<file path="config.mk">
export PLATFORM = sky130hd
export DESIGN_NAME = mod_addsub_pipe
export DESIGN_NICKNAME = d
export VERILOG_FILES = /design/src/rtl/poly_arith_pkg.sv /design/src/rtl/mod_addsub_lane.sv /design/src/rtl/mod_addsub_pipe.sv
export SDC_FILE = /design/constraint.sdc
export NUM_CORES = 1
export LEC_CHECK = 0
export BUFFER_PORTS_ARGS = -buffer_cell sky130_fd_sc_hd__buf_2
export CAP_MARGIN = 30
export CORE_ASPECT_RATIO = 1.5
export CORE_MARGIN = 1
export CORE_UTILIZATION = 56
export CTS_CLUSTER_DIAMETER = 80
export DETAILED_ROUTE_END_ITERATION = 8
export PLACE_DENSITY = 0.82
export SKIP_CTS_REPAIR_TIMING = 1
export SLEW_MARGIN = 20
export SYNTH_ARGS = -nofsm -noshare
export SYNTH_HDL_FRONTEND = slang
export SYNTH_SLANG_ARGS = --single-unit
</file>
<file path="constraint.sdc">
create_clock -name clk -period 4.1 [get_ports clk]
set_input_delay 0.41 -clock clk [delete_from_list [all_inputs] [get_ports clk]]
set_output_delay 0.41 -clock clk [all_outputs]
set_load 0.02 [all_outputs]
</file>
<file path="src/rtl/poly_arith_pkg.sv">
// Shared types and constants for ML-KEM polynomial arithmetic over Z_q.
package poly_arith_pkg;

  localparam int unsigned COEFF_W = 12;
  typedef logic [COEFF_W-1:0] coeff_t;
  localparam coeff_t Q = 12'd3329;

  // One extra bit holds an unreduced sum of two coefficients.
  typedef logic [COEFF_W:0] coeff_wide_t;
  localparam coeff_wide_t Q_WIDE = 13'd3329;

  localparam int unsigned MAX_MOD_LANES = 16;

endpackage

</file>
<file path="src/rtl/mod_addsub_lane.sv">
// One lane of modular add/sub: a pre half producing the raw sum and compare
// flag, and a post half applying the conditional subtract of Q.
module mod_addsub_lane
  import poly_arith_pkg::*;
(
  input  logic [COEFF_W-1:0] a,
  input  logic [COEFF_W-1:0] b,
  input  logic               sub,
  output logic [COEFF_W:0]   pre_raw,
  output logic               pre_ge,
  input  logic [COEFF_W:0]   post_raw,
  input  logic               post_ge,
  output logic [COEFF_W-1:0] post_res
);

  coeff_wide_t a_w;
  coeff_wide_t b_w;
  coeff_wide_t addend;
  coeff_wide_t reduced;

  assign a_w = {1'b0, a};
  assign b_w = {1'b0, b};

  // Subtraction becomes a + (Q - b), so both modes share one reduction step.
  assign addend  = sub ? (Q_WIDE - b_w) : b_w;
  assign pre_raw = a_w + addend;
  assign pre_ge  = (pre_raw >= Q_WIDE);

  assign reduced  = post_raw - Q_WIDE;
  assign post_res = post_ge ? reduced[COEFF_W-1:0] : post_raw[COEFF_W-1:0];

endmodule

</file>
<file path="src/rtl/mod_addsub_pipe.sv">
// Multi-lane pipelined modular add/sub over Z_q with a single global stall.
// Bubbles are kept; every stage advances together whenever the output is free.
module mod_addsub_pipe
  import poly_arith_pkg::*;
#(
  parameter int unsigned LANES       = 4,
  parameter int unsigned PIPE_STAGES = 2,
  parameter int unsigned TAG_W       = 4
) (
  input  logic                     clk,
  input  logic                     rst,
  input  logic                     valid_i,
  output logic                     ready_o,
  input  logic                     sub_i,
  input  logic [TAG_W-1:0]         tag_i,
  input  logic [LANES*COEFF_W-1:0] op1_i,
  input  logic [LANES*COEFF_W-1:0] op2_i,
  output logic                     valid_o,
  input  logic                     ready_i,
  output logic [TAG_W-1:0]         tag_o,
  output logic [LANES*COEFF_W-1:0] result_o
);

  localparam int unsigned DW = LANES * COEFF_W;
  localparam int unsigned WW = LANES * (COEFF_W + 1);

  if (PIPE_STAGES < 1 || PIPE_STAGES > 3) begin : g_bad_stages
    $error("mod_addsub_pipe: PIPE_STAGES must be 1..3, got %0d", PIPE_STAGES);
  end
  if (LANES < 1 || LANES > MAX_MOD_LANES) begin : g_bad_lanes
    $error("mod_addsub_pipe: LANES must be 1..%0d, got %0d", MAX_MOD_LANES, LANES);
  end

  logic adv;
  assign adv     = !valid_o || ready_i;
  assign ready_o = adv && !rst;

  // Valid and tag shift registers, one entry per pipeline stage.
  logic             vld_reg [PIPE_STAGES];
  logic [TAG_W-1:0] tag_reg [PIPE_STAGES];

  genvar gi;
  for (gi = 0; gi < PIPE_STAGES; gi++) begin : g_stage
    logic             vld_next;
    logic [TAG_W-1:0] tag_next;
    if (gi == 0) begin : g_head
      assign vld_next = valid_i;
      assign tag_next = tag_i;
    end else begin : g_body
      assign vld_next = vld_reg[gi-1];
      assign tag_next = tag_reg[gi-1];
    end
    always_ff @(posedge clk) begin
      if (rst) begin
        vld_reg[gi] <= 1'b0;
        tag_reg[gi] <= '0;
      end else if (adv) begin
        vld_reg[gi] <= vld_next;
        tag_reg[gi] <= tag_next;
      end
    end
  end

  assign valid_o = vld_reg[PIPE_STAGES-1];
  assign tag_o   = tag_reg[PIPE_STAGES-1];

  logic [WW-1:0]    pre_raw;
  logic [LANES-1:0] pre_ge;
  logic [WW-1:0]    post_raw_sel;
  logic [LANES-1:0] post_ge_sel;
  logic [DW-1:0]    post_res;

  for (gi = 0; gi < LANES; gi++) begin : g_lane
    mod_addsub_lane u_lane (
      .a        (op1_i[gi*COEFF_W +: COEFF_W]),
      .b        (op2_i[gi*COEFF_W +: COEFF_W]),
      .sub      (sub_i),
      .pre_raw  (pre_raw[gi*(COEFF_W+1) +: COEFF_W+1]),
      .pre_ge   (pre_ge[gi]),
      .post_raw (post_raw_sel[gi*(COEFF_W+1) +: COEFF_W+1]),
      .post_ge  (post_ge_sel[gi]),
      .post_res (post_res[gi*COEFF_W +: COEFF_W])
    );
  end

  if (PIPE_STAGES == 1) begin : g_one
    logic [DW-1:0] res_reg;
    assign post_raw_sel = pre_raw;
    assign post_ge_sel  = pre_ge;
    always_ff @(posedge clk) begin
      if (rst) begin
        res_reg <= '0;
      end else if (adv) begin
        res_reg <= post_res;
      end
    end
    assign result_o = res_reg;
  end else begin : g_multi
    logic [WW-1:0]    raw_reg;
    logic [LANES-1:0] ge_reg;
    logic [DW-1:0]    red_reg;
    // Stage 1 holds the unreduced sum and flag; stage 2 holds the reduced value.
    assign post_raw_sel = raw_reg;
    assign post_ge_sel  = ge_reg;
    always_ff @(posedge clk) begin
      if (rst) begin
        raw_reg <= '0;
        ge_reg  <= '0;
        red_reg <= '0;
      end else if (adv) begin
        raw_reg <= pre_raw;
        ge_reg  <= pre_ge;
        red_reg <= post_res;
      end
    end
    if (PIPE_STAGES == 3) begin : g_retime
      logic [DW-1:0] out_reg;
      always_ff @(posedge clk) begin
        if (rst) begin
          out_reg <= '0;
        end else if (adv) begin
          out_reg <= red_reg;
        end
      end
      assign result_o = out_reg;
    end else begin : g_direct
      assign result_o = red_reg;
    end
  end

endmodule
</file>
==> run_results.csv <==
group,metric,value,unit
run_status,outcome,"completed",
timing,fin_crit_sh,68.0,%
synthesis,synth_area,7490,µm²
routing,drtIter0Drc,363,
clock_tree,h-tree-depth,3,
pwr,p_int,2.30,mW
synthesis,synth_top_area_cell,"dfxtp_1",
grt,grt_max_degree,86,
synthesis,ys_types,72,
timing,maxSlewViolCount,0,
synthesis,synth.top_cell.area_share,26.7,%
routing,via_per_inst,5.56,
synthesis,synth_edf_count,10,
synthesis,synth_async_sr_flop_share,0,%
synthesis,synth_top_family_by_area,"compound AO/OA/AOI/OAI gates",
layout,drive_gt1_share,18.5,%
placed_design,gp_congestion,0.903,
placed_design,postPlaceCellArea,8410,µm²
clock_tree,cts_buffers,9,
grt,grt_pass1_wl,27.6,mm
synthesis,synthAdderAreaFrac,11.1,%
pwr,leakage,3.73,nW
critical_path,critPathRequiredTime,4.33,ns
routing,drcViolationCount,0,
synthesis,ys_seq_elements,110,
floorplan,dieArea,13900,µm²
pwr,pwr-share-comb,37.7,%
pwr,ir_drop,0.222,mV
clock_tree,clkTransAtPathRegs,0.07,ns
synthesis,synth_simple_gate_area_share,16.9,%
worst_hold_path,hp-class,"primary input to flip-flop",
timing,rsz0062_at_grt,"false",
worst_hold_path,holdPathStages,2,
routing,drt-pass1-iter-count,5,
timing,fmax,358,MHz
timing,setup_ws,1.31,ns
flow_run,cap_violations,0,
timing,relSlewSlack,42.6,%
floorplan,die_w,96.4,µm
pwr,power.switching,1.28,mW
floorplan,initial_core_util,57.5,%
pwr,power,3.58,mW
placed_design,port_buffers,158,
synthesis,muxShareOfSynthArea,0.401,%
synthesis,synth_nets,1068,
clock_tree,clock_latency,0.35,ns
critical_path,rr_worst_depth,8,
critical_path,path_class,"primary input to flip-flop",
floorplan,die_h,144,µm
pwr,clockPowerShare,22.0,%
layout,final_cell_area,8670,µm²
timing,setup_viol,0,
grt,grt_antenna_before_repair,0,
layout,syn_to_final_growth,15.8,%
routing,wl_per_cell,13.9,µm
layout,diodes,0,
timing,fin_crit,2.79,ns
timing,tns,0,ns
placed_design,post-dp-hpwl,13.2,mm
timing,worst_slew_pin_slew,0.861,ns
floorplan,rows,51,
timing,fin_skew,0.00797,ns
pwr,p_seq_share,40.4,%
critical_path,worstSetupStartpointType,"primary input",
grt,overflow,0,
pwr,switching_share,35.7,%
critical_path,cp.arrival,3.02,ns
critical_path,end_kind,"flip-flop",
grt,grtUsageTotal,24.7,%
synthesis,yosys_warnings,0,
clock_tree,root_buffer,"clkbuf_16",
floorplan,num_io_pins,159,
layout,nets,1212,
synthesis,syn_area_per_cell,8.33,µm²
routing,vias,6709,
layout,fin_util,66.6,%
synthesis,synth_xor_xnor_area_share,13.8,%
placed_design,dp_slack,0.980,ns
pwr,powerDensity,413,nW/µm²
synthesis,ys.flop_type,"dfxtp_1",
routing,routed_wl,16.7,mm
clock_tree,clock_sinks,110,
layout,final_common_cell,"buf_2",
floorplan,core_area,13000,µm²
synthesis,synthCells,899,
synthesis,synth_compound_area_share,23.4,%
routing,ant_nets,0,
synthesis,ys_seq_area_share,30.7,%
grt,grt_pass1_vias,6131,
clock_tree,cts_buffer_depth,2,
critical_path,path_max_fanout,25,
layout,final_cell_mix,"buf_2, nand2_1, o21ai_0",
synthesis,synthTopCellsByArea,"dfxtp_1, ha_1, xnor2_1, o21ai_0, nand2_1",
clock_tree,cts_tree,"done",
timing,hold_viol_final,0,
synth_stat cells, types with 5 or more instances:
master / count
o31ai_1: 9
a21o_1: 12
a41oi_1: 5
ha_1: 60
a21oi_1: 31
clkbuf_1: 22
nand2_1: 130
o21a_1: 14
nor3_1: 16
a22o_1: 21
nand3b_1: 6
nor4_1: 12
xnor2_1: 85
edfxtp_1: 10
xor2_1: 33
inv_1: 39
a211oi_1: 6
nor2b_1: 5
a31oi_1: 6
or3_1: 8
and2_1: 11
nand2b_1: 10
nor4b_1: 5
dfxtp_1: 100
o21ai_0: 104
a22oi_1: 5
o21ai_1: 8
nand3_1: 13
nor2_1: 37
per-layer routing:
metal / track usage (%) / part of all wire, % / up-vias
met4: 8.67 / 1.9 / 0
met1: 35.4 / 48 / 3013
met2: 38.3 / 45 / 175
met5: 0 / 0 / -
met3: 2.22 / 4.3 / 20
li1: - / - / 3501
through the flow:
stage	hold slack (ns)	instances
floorplan	0.435	899
global placement	0.428	1191
detailed placement	0.436	1191
CTS	0.335	1207
global route	0.332	1207
finish	0.341	1207
power by group through the flow:
stage | clock, mW | combinational (mW) | sequential [mW]
after floorplan | 0 | 0.898 | 1.54
after global placement | 0 | 1.31 | 1.46
after detailed placement | 0 | 1.34 | 1.47
after CTS | 0.800 | 1.35 | 1.44
after global routing | 0.845 | 1.51 | 1.48
final | 0.787 | 1.35 | 1.45
worst paths after layout:
check | endpoint | start | slack (ns)
worst max-delay path | g_multi.ge_reg[2] | sub_i | 1.31
worst min register to register | result_o[25] | result_o[25] | 0.44
worst max register to register | g_multi.ge_reg[3] | vld_reg[1] | 2.08
worst min-delay path | tag_reg[0][3] | tag_i[3] | 0.34
logic make-up after synthesis:
family | after synthesis
simple gates | 269
compound gates | 265
fa+ha+maj | 64
mux | 3
xor+xnor | 118
buf+inv | 70
flops | 110
cell type report:
type                       instances  area (µm²)
tap                              159         199
clock buffer                      13         250
inverter                          39         146
timing repair buffer             164         836
sequential                       110        2300
fill                            1117        4340
clock inverter                     3        18.8
multi-input combinational        719        4920
worst max-delay path, cell delays in order:
cell      delay, ns
buf_2          0.36
buf_4          0.29
xor2_1         0.09
ha_1           0.22
fa_1           0.43
a21oi_1        0.22
o22ai_1        0.14
a311oi_2       0.33
o21ai_1        0.12
xor2_1         0.17
a22oi_1        0.14
o31ai_1        0.09
Power figures use the tool's default switching activity.
